==> src/rtl/controller.sv <==
// Multicycle datapath control FSM: byte-wide fetch, decode and per-opcode execute sequencing.
// Optional macro CONTROLLER_ADDI_EN enables the ADDI path (MEMADR -> ADDIWR).
module controller (
  input  logic       clk,
  input  logic       rst,
  input  logic [5:0] op,
  input  logic       zero,
  output logic       memread,
  output logic       memwrite,
  output logic       alusrca,
  output logic       memtoreg,
  output logic       iord,
  output logic       pcen,
  output logic       regwrite,
  output logic       regdst,
  output logic [1:0] pcsource,
  output logic [1:0] alusrcb,
  output logic [1:0] aluop,
  output logic [3:0] irwrite,
  output logic [3:0] state
);

  localparam int unsigned STATE_W = 4;
  localparam int unsigned OP_W    = 6;

  localparam logic [OP_W-1:0] OP_LB    = 6'b100000;
  localparam logic [OP_W-1:0] OP_SB    = 6'b101000;
  localparam logic [OP_W-1:0] OP_RTYPE = 6'b000000;
  localparam logic [OP_W-1:0] OP_BEQ   = 6'b100100;
  localparam logic [OP_W-1:0] OP_J     = 6'b100010;
  localparam logic [OP_W-1:0] OP_ADDI  = 6'b001000;

  typedef enum logic [STATE_W-1:0] {
    FETCH1  = 4'b0001,
    FETCH2  = 4'b0010,
    FETCH3  = 4'b0011,
    FETCH4  = 4'b0100,
    DECODE  = 4'b0101,
    MEMADR  = 4'b0110,
    LBRD    = 4'b0111,
    LBWR    = 4'b1000,
    SBWR    = 4'b1001,
    RTYPEEX = 4'b1010,
    RTYPEWR = 4'b1011,
    BEQEX   = 4'b1100,
    JEX     = 4'b1101,
    ADDIWR  = 4'b1110
  } state_t;

  state_t state_q;
  state_t state_d;
  logic   pcwrite;
  logic   branch;

  // State register; reset is purely synchronous
  always_ff @(posedge clk) begin
    if (rst) state_q <= FETCH1;
    else     state_q <= state_d;
  end

  // Next-state logic; op is only consulted in DECODE and MEMADR
  always_comb begin
    state_d = FETCH1;
    case (state_q)
      FETCH1:  state_d = FETCH2;
      FETCH2:  state_d = FETCH3;
      FETCH3:  state_d = FETCH4;
      FETCH4:  state_d = DECODE;
      DECODE: begin
        if (op == OP_LB || op == OP_SB)  state_d = MEMADR;
`ifdef CONTROLLER_ADDI_EN
        else if (op == OP_ADDI)          state_d = MEMADR;
`endif
        else if (op == OP_RTYPE)         state_d = RTYPEEX;
        else if (op == OP_BEQ)           state_d = BEQEX;
        else if (op == OP_J)             state_d = JEX;
        else                             state_d = FETCH1;
      end
      MEMADR: begin
        if (op == OP_LB)                 state_d = LBRD;
        else if (op == OP_SB)            state_d = SBWR;
`ifdef CONTROLLER_ADDI_EN
        else if (op == OP_ADDI)          state_d = ADDIWR;
`endif
        else                             state_d = FETCH1;
      end
      LBRD:    state_d = LBWR;
      RTYPEEX: state_d = RTYPEWR;
      default: state_d = FETCH1;
    endcase
  end

  // Moore output decode; only pcen also looks at zero
  always_comb begin
    memread  = 1'b0;
    memwrite = 1'b0;
    alusrca  = 1'b0;
    memtoreg = 1'b0;
    iord     = 1'b0;
    regwrite = 1'b0;
    regdst   = 1'b0;
    pcsource = 2'b00;
    alusrcb  = 2'b00;
    aluop    = 2'b00;
    irwrite  = 4'b0000;
    pcwrite  = 1'b0;
    branch   = 1'b0;
    case (state_q)
      FETCH1: begin
        memread = 1'b1; alusrcb = 2'b01; pcwrite = 1'b1; irwrite = 4'b0001;
      end
      FETCH2: begin
        memread = 1'b1; alusrcb = 2'b01; pcwrite = 1'b1; irwrite = 4'b0010;
      end
      FETCH3: begin
        memread = 1'b1; alusrcb = 2'b01; pcwrite = 1'b1; irwrite = 4'b0100;
      end
      FETCH4: begin
        memread = 1'b1; alusrcb = 2'b01; pcwrite = 1'b1; irwrite = 4'b1000;
      end
      DECODE:  alusrcb = 2'b11;
      MEMADR: begin
        alusrca = 1'b1; alusrcb = 2'b10;
      end
      LBRD: begin
        memread = 1'b1; iord = 1'b1;
      end
      LBWR: begin
        regwrite = 1'b1; memtoreg = 1'b1;
      end
      SBWR: begin
        memwrite = 1'b1; iord = 1'b1;
      end
      RTYPEEX: begin
        alusrca = 1'b1; aluop = 2'b10;
      end
      RTYPEWR: begin
        regwrite = 1'b1; regdst = 1'b1;
      end
      BEQEX: begin
        alusrca = 1'b1; aluop = 2'b01; branch = 1'b1; pcsource = 2'b01;
      end
      JEX: begin
        pcwrite = 1'b1; pcsource = 2'b10;
      end
`ifdef CONTROLLER_ADDI_EN
      ADDIWR:  regwrite = 1'b1;
`endif
      default: ;
    endcase
    pcen = pcwrite | (branch & zero);
  end

  assign state = state_q;

endmodule

==> config.mk <==
export PLATFORM = sky130hd
export DESIGN_NAME = controller
export DESIGN_NICKNAME = d
export VERILOG_FILES = /design/src/rtl/controller.sv
export SDC_FILE = /design/constraint.sdc
export NUM_CORES = 1
export LEC_CHECK = 0
export CAP_MARGIN = 5
export CORE_AREA = 5 5 42 44
export DETAILED_ROUTE_END_ITERATION = 8
export DIE_AREA = 0 0 47 49
export DONT_BUFFER_PORTS = 1
export PLACE_DENSITY = 0.58
export SLEW_MARGIN = 0
export SYNTH_ARGS = -nofsm -noshare
export SYNTH_HDL_FRONTEND = slang
export SYNTH_SLANG_ARGS = --single-unit
==> constraint.sdc <==
create_clock -name clk -period 4.5 [get_ports clk]
set_input_delay 0.9 -clock clk [delete_from_list [all_inputs] [get_ports clk]]
set_output_delay 0.9 -clock clk [all_outputs]
set_load 0.005 [all_outputs]
# --- Yosys cells after proc, flatten, opt, wreduce, memory -nomap -nowiden ---
# Cells that the tools add are included.
word_totals:
  ff_bits: 4
  output_inout_bits: 22
  in_bits: 9
  wordCells: 48
classes:
  eq_ne: 17
  reduce_logical: 8
  muxes: 20
  bitwise_logic: 2
ops:
  columns: ["op", "count"]
  rows:
  - ["$pmux 4 s8", 1]
  - ["$eq 4x4->1 const B", 6]
  - ["$eq 6x6->1 const B", 4]
  - ["$mux 4", 6]
  - ["$eq 4x3->1 const B", 4]
  - ["$pmux 4 s4", 1]
  - ["$reduce_or 5->1", 2]
  - ["$mux 1", 9]
  - ["$eq 4x2->1 const B", 2]
  - ["$pmux 2 s2", 2]
  - ["$logic_not 6->1", 1]
  - ["$pmux 2 s3", 1]
  - ["$eq 4x1->1 const B", 1]
  - ["$reduce_or 2->1", 2]
  - ["$reduce_or 4->1", 1]
  - ["$reduce_or 3->1", 1]
  - ["$and 1x1->1", 1]
  - ["$logic_or 1x1->1", 1]
  - ["$or 1x1->1", 1]

# --- Depth between registers and ports, before layout ---
# Gate-level depths: netlist (run 1).
depth:
  word_depth: 6
  mapped_depth: 5

# --- Least setup slack after synthesis (run 1) ---
# No wires, ideal clock.
synth_path:
  path_kind: "input port to flip-flop"
  from: "input port op[2]"
  to: "register state_q[2], in the netlist state[2]"
  slack_ns: 2.340
  arrival_time_ns: 2.093
  required_ns: 4.433
  n_path_buf: 0
  path_stages: 4
  cell_sequence: "or4_4 o31a_1 or3_1 a21oi_2"
synth_via:
  elab_chain_len: 6
synth_rtl:
  columns: ["item", "line", "rtl"]
  rows:
  - ["start: declaration", "6", "input logic [5:0] op,"]
  - ["$eq 6x6->1", "76", "else if (op == OP_J) state_d = JEX;"]
  - ["$mux 4", "76", null]
  - ["$mux 4", "75", "else if (op == OP_BEQ) state_d = BEQEX;"]
  - ["$mux 4", "74", "else if (op == OP_RTYPE) state_d = RTYPEEX;"]
  - ["$mux 4", "70", "if (op == OP_LB || op == OP_SB) state_d = MEMADR;"]
  - ["$pmux 4 s8 *", "64", "case (state_q)"]
  - ["end signal: assignment", "58", "else state_q <= state_d;"]
  - ["end: declaration", "50", "state_t state_q;"]
# Every way passes the cells marked *; elsewhere a longest branch is shown, timed or not.
# A chain may end at the register's enable or synchronous reset.

# --- Worst setup path in the final report (run 1) ---
layout_path:
  from: "register state_q[1], in the netlist state[1]"
  to: "output port alusrcb[0]"
layout_via:
  elab_chain_len: 3
layout_rtl:
  columns: ["item", "line", "rtl"]
  rows:
  - ["$eq 4x3->1 (tied with other cells)", "108", "case (state_q)"]
  - ["$reduce_or 4->1 (no source line)", null, null]
  - ["$pmux 2 s3 *", "108", null]
  - ["end: declaration", "17", "output logic [1:0] alusrcb,"]
# Marks and branches as above.

==> results summary, run 1 <==
The flow ran to the end, and the final reports show no timing, DRC or antenna violations. Headroom to the max-slew limit came out at a little under three fifths. The global-route usage over all layers came out at about an eighth. The number of port buffers came out at 0. The post-layout minimum cycle time is roughly 2500 ps. The first global-routing pass estimated approximately 2.3 mm of wire. The detailed router finished its first iteration with 10 violations. In this run the core area contains 14 standard-cell rows. In the synthesized netlist, the number of instances is 83.

The count of flip-flops with a built-in enable after synthesis came out at 0. The count of endpoints failing hold in the final timing report came out at 0. The path with the worst hold slack has its endpoint at state[0]. The transition time at the pin with the least slew margin is approximately 640 ps. The power per standard cell area is ~270 nW/µm². The tightest min-delay check is of the reg2reg type. After detailed routing, the average wire length per cell comes to between 10 and 15 µm. The fraction of the cycle the final worst path needs is between 50% and 60%. Measured in cells, the most critical reg-to-reg path has a length of 4. The final antenna-violating net count is 0.

The total clock sinks came out at 4. The part of the Yosys area used for sequential elements came out at 15.6%. The tool flagged a number of max-cap violations equal to 0. The highest ir drop seen on vdd came out at between 0.0001 and 0.00015 V. The first detailed-routing pass took 4 iterations. Synthesis inferred 4 register bits. The synthesis warning total is 0. Setup repair after global routing left no endpoint under its margin. The critical path required time is 3600 ps. The routed layout has around 550 vias.

Hold is met by about 730 ps. The clock passes through at most 2 buffers. The worst setup path is launched from a register. The most frequent standard cell in the layout excluding fill and tap cells is sky130_fd_sc_hd__nor2_1. The worst hold path passes through 2 cells. The number of nets in the synthesized netlist is approximately 90. The post-cts resize count came out at 0. The number of global-route vias before repair came out at 500.

The origin of the worst setup path is state[1]. The number of buffers created by CTS is 3. The clock slew at the register clock pins of the worst setup and hold paths is roughly 40 ps.

The total of endpoints with negative setup slack in the final report came out at 0. After synthesis, the netlist uses 28 different library cells. The hold-fix buffer count after cts came out at 0.

The final clock skew came out at approximately 2.3 ps. The die area came out at 2300 µm². The number of post-CTS setup repair buffers came out at 0.

The core area is 1400 µm². Wires add up to 1.39 mm. In this run the most critical hold path is launched from state[0]. The startpoint identified for the worst register-to-register timing path is state[2]. The worst setup path is captured at an output pin. The biggest fanout along the worst timing path came out at 19. The top cell types in the final layout, fill and taps aside, are sky130_fd_sc_hd__nor2_1 (13), sky130_fd_sc_hd__a21oi_1 (9), sky130_fd_sc_hd__o21ai_0 (6), sky130_fd_sc_hd__inv_1 (5), sky130_fd_sc_hd__nand2_1 (5). The primary flip-flop cell chosen by synthesis mapping is sky130_fd_sc_hd__dfxtp_1. The I/O pin count came out at 31.

The post-route netlist has between 7 and 8% of its cells at a drive strength greater than 1. The largest net degree at the start of global routing came out at 21. The post-route setup TNS came out at 0 ps. Detailed placement finished with a half-perimeter wire length of roughly 1.1 mm. In this run the static leakage power is 0.000183 µW. The final estimated routing congestion in global placement came out at 0.755.

TritonCTS built the clock tree. The number of remaining DRC errors came out at 0. The number of antenna violations at the first check in global routing came to 0. Measured along the x axis, the die boundary spans roughly 47 µm. The minimum setup slack among reg-to-reg paths is 2790 ps. The signal arrival time at the worst endpoint came out at about 1600 ps. The area of the mapped netlist came out at about 510 µm².

The per-instance average area after synthesis came out at 6.20 µm². After detailed routing, the number of vias per cell comes to approximately 5.7. The final net count is 90.

The clock network latency to the later pin of the worst-skew pair is roughly 230 ps. The async set-reset flop share out of synthesis is 0%. The repair_antennas step left the layout with diodes totalling 0. The layout overhead on the synthesized area is 3.16%. The die height came out at about 49 µm. In this run the clock root is driven by a sky130_fd_sc_hd__clkbuf_4.

Global routing finished with a remaining overflow of 0. The highest clock frequency the design can meet is ~410 MHz. In this run the number of H-tree levels came out at 1. The startpoint-to-endpoint class of the critical path is reg2out. The endpoint identified for the worst register-to-register timing path is state[3]. The initial cell density of the core came out at approximately 37%. The flip-flop count of the largest register, all copies and words added came out at 4.

The total power after layout is 142 µW. The count of final max-slew check failures came out at 0.
## power breakdown
| part | internal, µW | switching, µW | leakage (µW) |
|---|---|---|---|
| Combinational | 19.6 | 25.6 | 0.000136 |
| Sequential | 39.0 | 14.0 | 0.0000329 |
| Clock | 29.8 | 13.8 | 0.0000138 |
| Total | 88.4 | 53.4 | 0.000183 |
## per-stage QoR
stage,std cells,setup WS [ps],instance area [µm²],utilization (%)
after detailed placement,92,2260,508,36.3
after global routing,95,1870,531,37.9
final,95,2040,531,37.9
after floorplan,83,2340,514,-
after global placement,92,2280,508,36.3
after CTS,95,2010,531,37.9
## Yosys cell counts, types with 2 or more instances
master	n	area share, %
sky130_fd_sc_hd__nor2_1	13	9.5
sky130_fd_sc_hd__a21oi_1	9	8.8
sky130_fd_sc_hd__clkbuf_1	6	4.4
sky130_fd_sc_hd__o21ai_0	6	5.8
sky130_fd_sc_hd__inv_1	5	3.7
sky130_fd_sc_hd__nand2_1	5	3.7
sky130_fd_sc_hd__dfxtp_1	4	16
sky130_fd_sc_hd__nand2b_1	4	4.9
sky130_fd_sc_hd__nor3_1	4	3.9
sky130_fd_sc_hd__nand3b_1	3	4.4
sky130_fd_sc_hd__or3_1	3	3.7
sky130_fd_sc_hd__a211oi_1	2	2.9
sky130_fd_sc_hd__maj3_1	2	3.9
sky130_fd_sc_hd__nor4_1	2	2.4
sky130_fd_sc_hd__xor2_1	2	3.4
## layout make-up
cell class	count	area, µm²
Multi-Input combinational cell	67	389
Fill cell	165	871
Tap cell	16	20.0
Sequential cell	4	80.1
Clock buffer	3	22.5
Inverter	5	18.8
## metal layers
layer,wire length [µm],global-route usage [%],vias up
met5,0,0,-
met4,7,5.53,0
met1,550,14.7,241
met2,679,20.8,21
li1,-,-,280
met3,148,5.54,3
## critical path, stage by stage, from the launching register on
cell	delay, ps
sky130_fd_sc_hd__dfxtp_1	690
sky130_fd_sc_hd__or2_2	280
sky130_fd_sc_hd__nor2_1	50
sky130_fd_sc_hd__a211oi_1	300
## kinds of logic (layout without fill, tap and decap cells)
logic type	count (synthesis)	after routing	synth area share, %
buf+inv	12	8	8.76
flops	4	4	15.6
mux	1	1	1.95
simple gates	38	38	38.0
fa+ha+maj	2	2	3.89
compound gates	23	23	26.8
xor+xnor	3	3	5.11
## worst max path at each step
stage / end / slack (ps) / depth (start not counted)
2_1_floorplan: state[2] / 2340 / 4
3_3_place_gp: iord / 2280 / 3
3_5_place_dp: iord / 2260 / 3
4_1_cts: iord / 2010 / 3
5_1_grt: pcen / 1870 / 3
6_report: alusrcb[0] / 2040 / 3
No activity file was read; power rests on OpenSTA's default activity.
==> inputs of run 2 (changes only) <==
==> constraint.sdc (replaced) <==
create_clock -name clk -period 2.3 [get_ports clk]
set_input_delay 0.46 -clock clk [delete_from_list [all_inputs] [get_ports clk]]
set_output_delay 0.46 -clock clk [all_outputs]
set_load 0.005 [all_outputs]
==> results summary, run 2 (synthesis gave the netlist of run 1 again) <==
The run finished with clean final reports. The wire length of the first global-routing pass came out at 2.28 mm (+0.31%). The detailed-route wire length on metal 1 was 558 µm (+1.5%). The total cell area at the placement stage was 523 µm² (+3.0%). In this run the clock root is driven by a sky130_fd_sc_hd__clkbuf_4. The hold-critical path depth is 2 (unchanged).

The element type at the critical path end is an output pin. The first-iteration detailed-routing DRC count was 12 (+2). The worst-case setup margin in the final layout is 311 ps (-1730 ps). The signal arrival time at the worst endpoint was 1530 ps (-30 ps).

The utilization of the core after routing came out at 38.9% (+1.1 points). The core area came out at 1400 µm² (unchanged). The number of post-CTS setup repair buffers is 0 (unchanged). The total number of vias came to 552 (+1.3%). The relative contribution of sequential cells to total power came out at 34.8% (-2.6 points). The static leakage power was 0.000194 µW (+5.8%). The total met3 wirelength after detailed routing is 117 µm (-21%). Setup repair after global routing left no endpoint under its margin. The number of port buffers came out at 0 (unchanged). The fraction of power consumed by combinational cells is 35.6% (+3.8 points).

The residual overflow from global routing is 0 (unchanged). The depth of the CTS H-tree came out at 1 (unchanged). The die span in x came to 47 µm (unchanged). The post-route setup TNS came out at 0 ps (unchanged). The wire length on met2 is 704 µm (+3.7%). The number of global-route vias before repair is 512 (+2.4%). The final clock skew is 3.92 ps (+1.59 ps). The net switching power is 105 µW (+96%).

The relative slew slack came out at 66.8% (+9.3 points). The post-cts resize count came to 0 (unchanged). The worst register-to-register path begins at state[2]. The worst setup path is of the reg2out kind. The wire length after detailed routing is 1.38 mm (-0.43%). The count of non-filler cells in the finished layout came out at 97 (+2.1%). The final net count is 92 (+2.2%).

The critical path required time came out at 1840 ps (-1760 ps). The transition time at the pin with the least slew margin came to 498 ps (-139 ps). The detail-routed via count per cell came out at 5.69 (-0.80%). The layout overhead on the synthesized area is 6.08%. The number of antenna violations at the first check in global routing is 0 (unchanged). The number of buffers created by CTS is 3 (unchanged). The total clock sinks was 4 (unchanged). The worst min-delay path startpoint is rst. The biggest fanout along the worst timing path came out at 15 (-4).

The depth of the worst register-to-register path is 4 (unchanged). The final antenna-violating net count is 0 (unchanged). The number of remaining DRC errors is 0 (unchanged). In this run the critical register-to-register path is captured at state[2]. The minimum setup slack among reg-to-reg paths came out at 790 ps (-2000 ps). The switching part of the total power came out at 37.0% (-0.60 points). The max-capacitance violation count came to 0 (unchanged). The post-layout minimum cycle time is a little under 2000 ps. The TritonCTS clock tree is built. The stage delay of the slowest cell on the critical path is 620 ps (-70 ps). The die height is 49 µm (unchanged).

The signal on the critical path passes through inv_1, or3_1, a21oi_1. The highest clock frequency the design can meet is 503 MHz. The clock slew at the register clock pins of the worst setup and hold paths is 40 ps (about the same). The die area is 2300 µm² (unchanged). The cell at the slowest stage of the critical path is sky130_fd_sc_hd__dfxtp_1. The total of endpoints with negative setup slack in the final report was 0 (unchanged). The iteration count of the initial detailed-routing pass is 4 (unchanged). In this run the top signal layer used is met3. For hold timing, the worst endpoint is state[0].

The post-route cell area came out at 546 µm² (+2.8%). The power per standard cell area is 518 nW/µm² (+94%). The count of final max-slew check failures came out at 0 (unchanged).

The highest ir drop seen on vdd is 0.000266 V (+130%). The count of endpoints failing hold in the final timing report came out at 0 (unchanged). The number of antenna diodes was 0 (unchanged). The flip-flop count of the largest register, all copies and words added was 4 (unchanged). The mean routed wirelength per cell came out at 14.2 µm (-2.5%). Leaving out fill and tap cells, the most frequent cells in the layout are sky130_fd_sc_hd__nor2_1 (13), sky130_fd_sc_hd__a21oi_1 (9), sky130_fd_sc_hd__o21ai_0 (6), sky130_fd_sc_hd__inv_1 (5), sky130_fd_sc_hd__nand2_1 (5). The most frequent standard cell in the layout excluding fill and tap cells is sky130_fd_sc_hd__nor2_1.

The I/O pin count came out at 31 (unchanged). The initial cell density of the core was 36.7% (unchanged). The min-delay analysis places its worst path in the category in2reg. The hold-fix buffer count after cts came out at 0 (unchanged). The final estimated routing congestion in global placement is 0.761 (+0.85%). The fraction of layout instances using a drive strength above 1 is 9.88% (+2.3 points). STA classifies the critical path startpoint as a register.

The row count is 14 (unchanged). The post-place setup slack came out at 528 ps (-1740 ps). The fraction of the cycle the final worst path needs came out at roughly 86%. The global-route usage over all layers came to 12.9% (-0.22 points). The internal cell power came out at 178 µW (+100%). The number of placed cells counting well taps is 94 (+2.2%). The number of buffers on the longest clock path came to 2 (unchanged). The largest net degree at the start of global routing came to 16 (-24%). The clock network fraction of total power came out at 29.5% (-1.2 points).

The half-perimeter wire length after placement is 1.10 mm (+2.8%). The clock network latency to the later pin of the worst-skew pair came out at 230 ps (about the same).
-- run 2: routing by layer --
metal / global-route usage, % / up-vias
li1: - / 292
met1: 14.4 / 242
met2: 21.5 / 18
met3: 4.80 / 0
met4: 4.15 / 0
met5: 0 / -
-- run 2: power groups by stage --
stage | registers (µW) | logic, µW | clock network (µW)
3_5_place_dp | 100 | 102 | 0
3_3_place_gp | 99.0 | 101 | 0
6_report | 98.3 | 101 | 83.5
2_1_floorplan | 81.0 | 98.7 | 0
5_1_grt | 101 | 114 | 95.9
4_1_cts | 99.1 | 102 | 87.4
-- run 2: area by class of cell --
type	instances	area (µm²)
Fill cell	179	856
Multi-Input combinational cell	67	389
Sequential cell	4	80.1
Clock buffer	3	22.5
Tap cell	16	20.0
Inverter	5	18.8
Timing Repair Buffer	2	15.0
-- run 2: how the worst max path moves through the flow --
stage               slack (ps)        to     start
detailed placement         530      iord  state[3]
global route               180      iord  state[3]
floorplan                  580  state[2]     op[2]
global placement           540      iord  state[3]
CTS                        290      iord  state[3]
finish                     310      iord  state[3]
-- run 2: stage by stage --
| step | hold slack, ps | total power, µW |
|---|---|---|
| after floorplan | 572 | 180 |
| after global placement | 619 | 200 |
| after detailed placement | 620 | 202 |
| after CTS | 378 | 289 |
| after global routing | 389 | 311 |
| final | 379 | 283 |
-- run 2: critical path: cells and delay by family (launching register included) --
| family | cells | cell delay, ps |
|---|---|---|
| AO/OA/AOI/OAI | 1 | 190 |
| buffers and inverters | 1 | 130 |
| flip-flops | 1 | 620 |
| AND/OR/NAND/NOR | 1 | 360 |
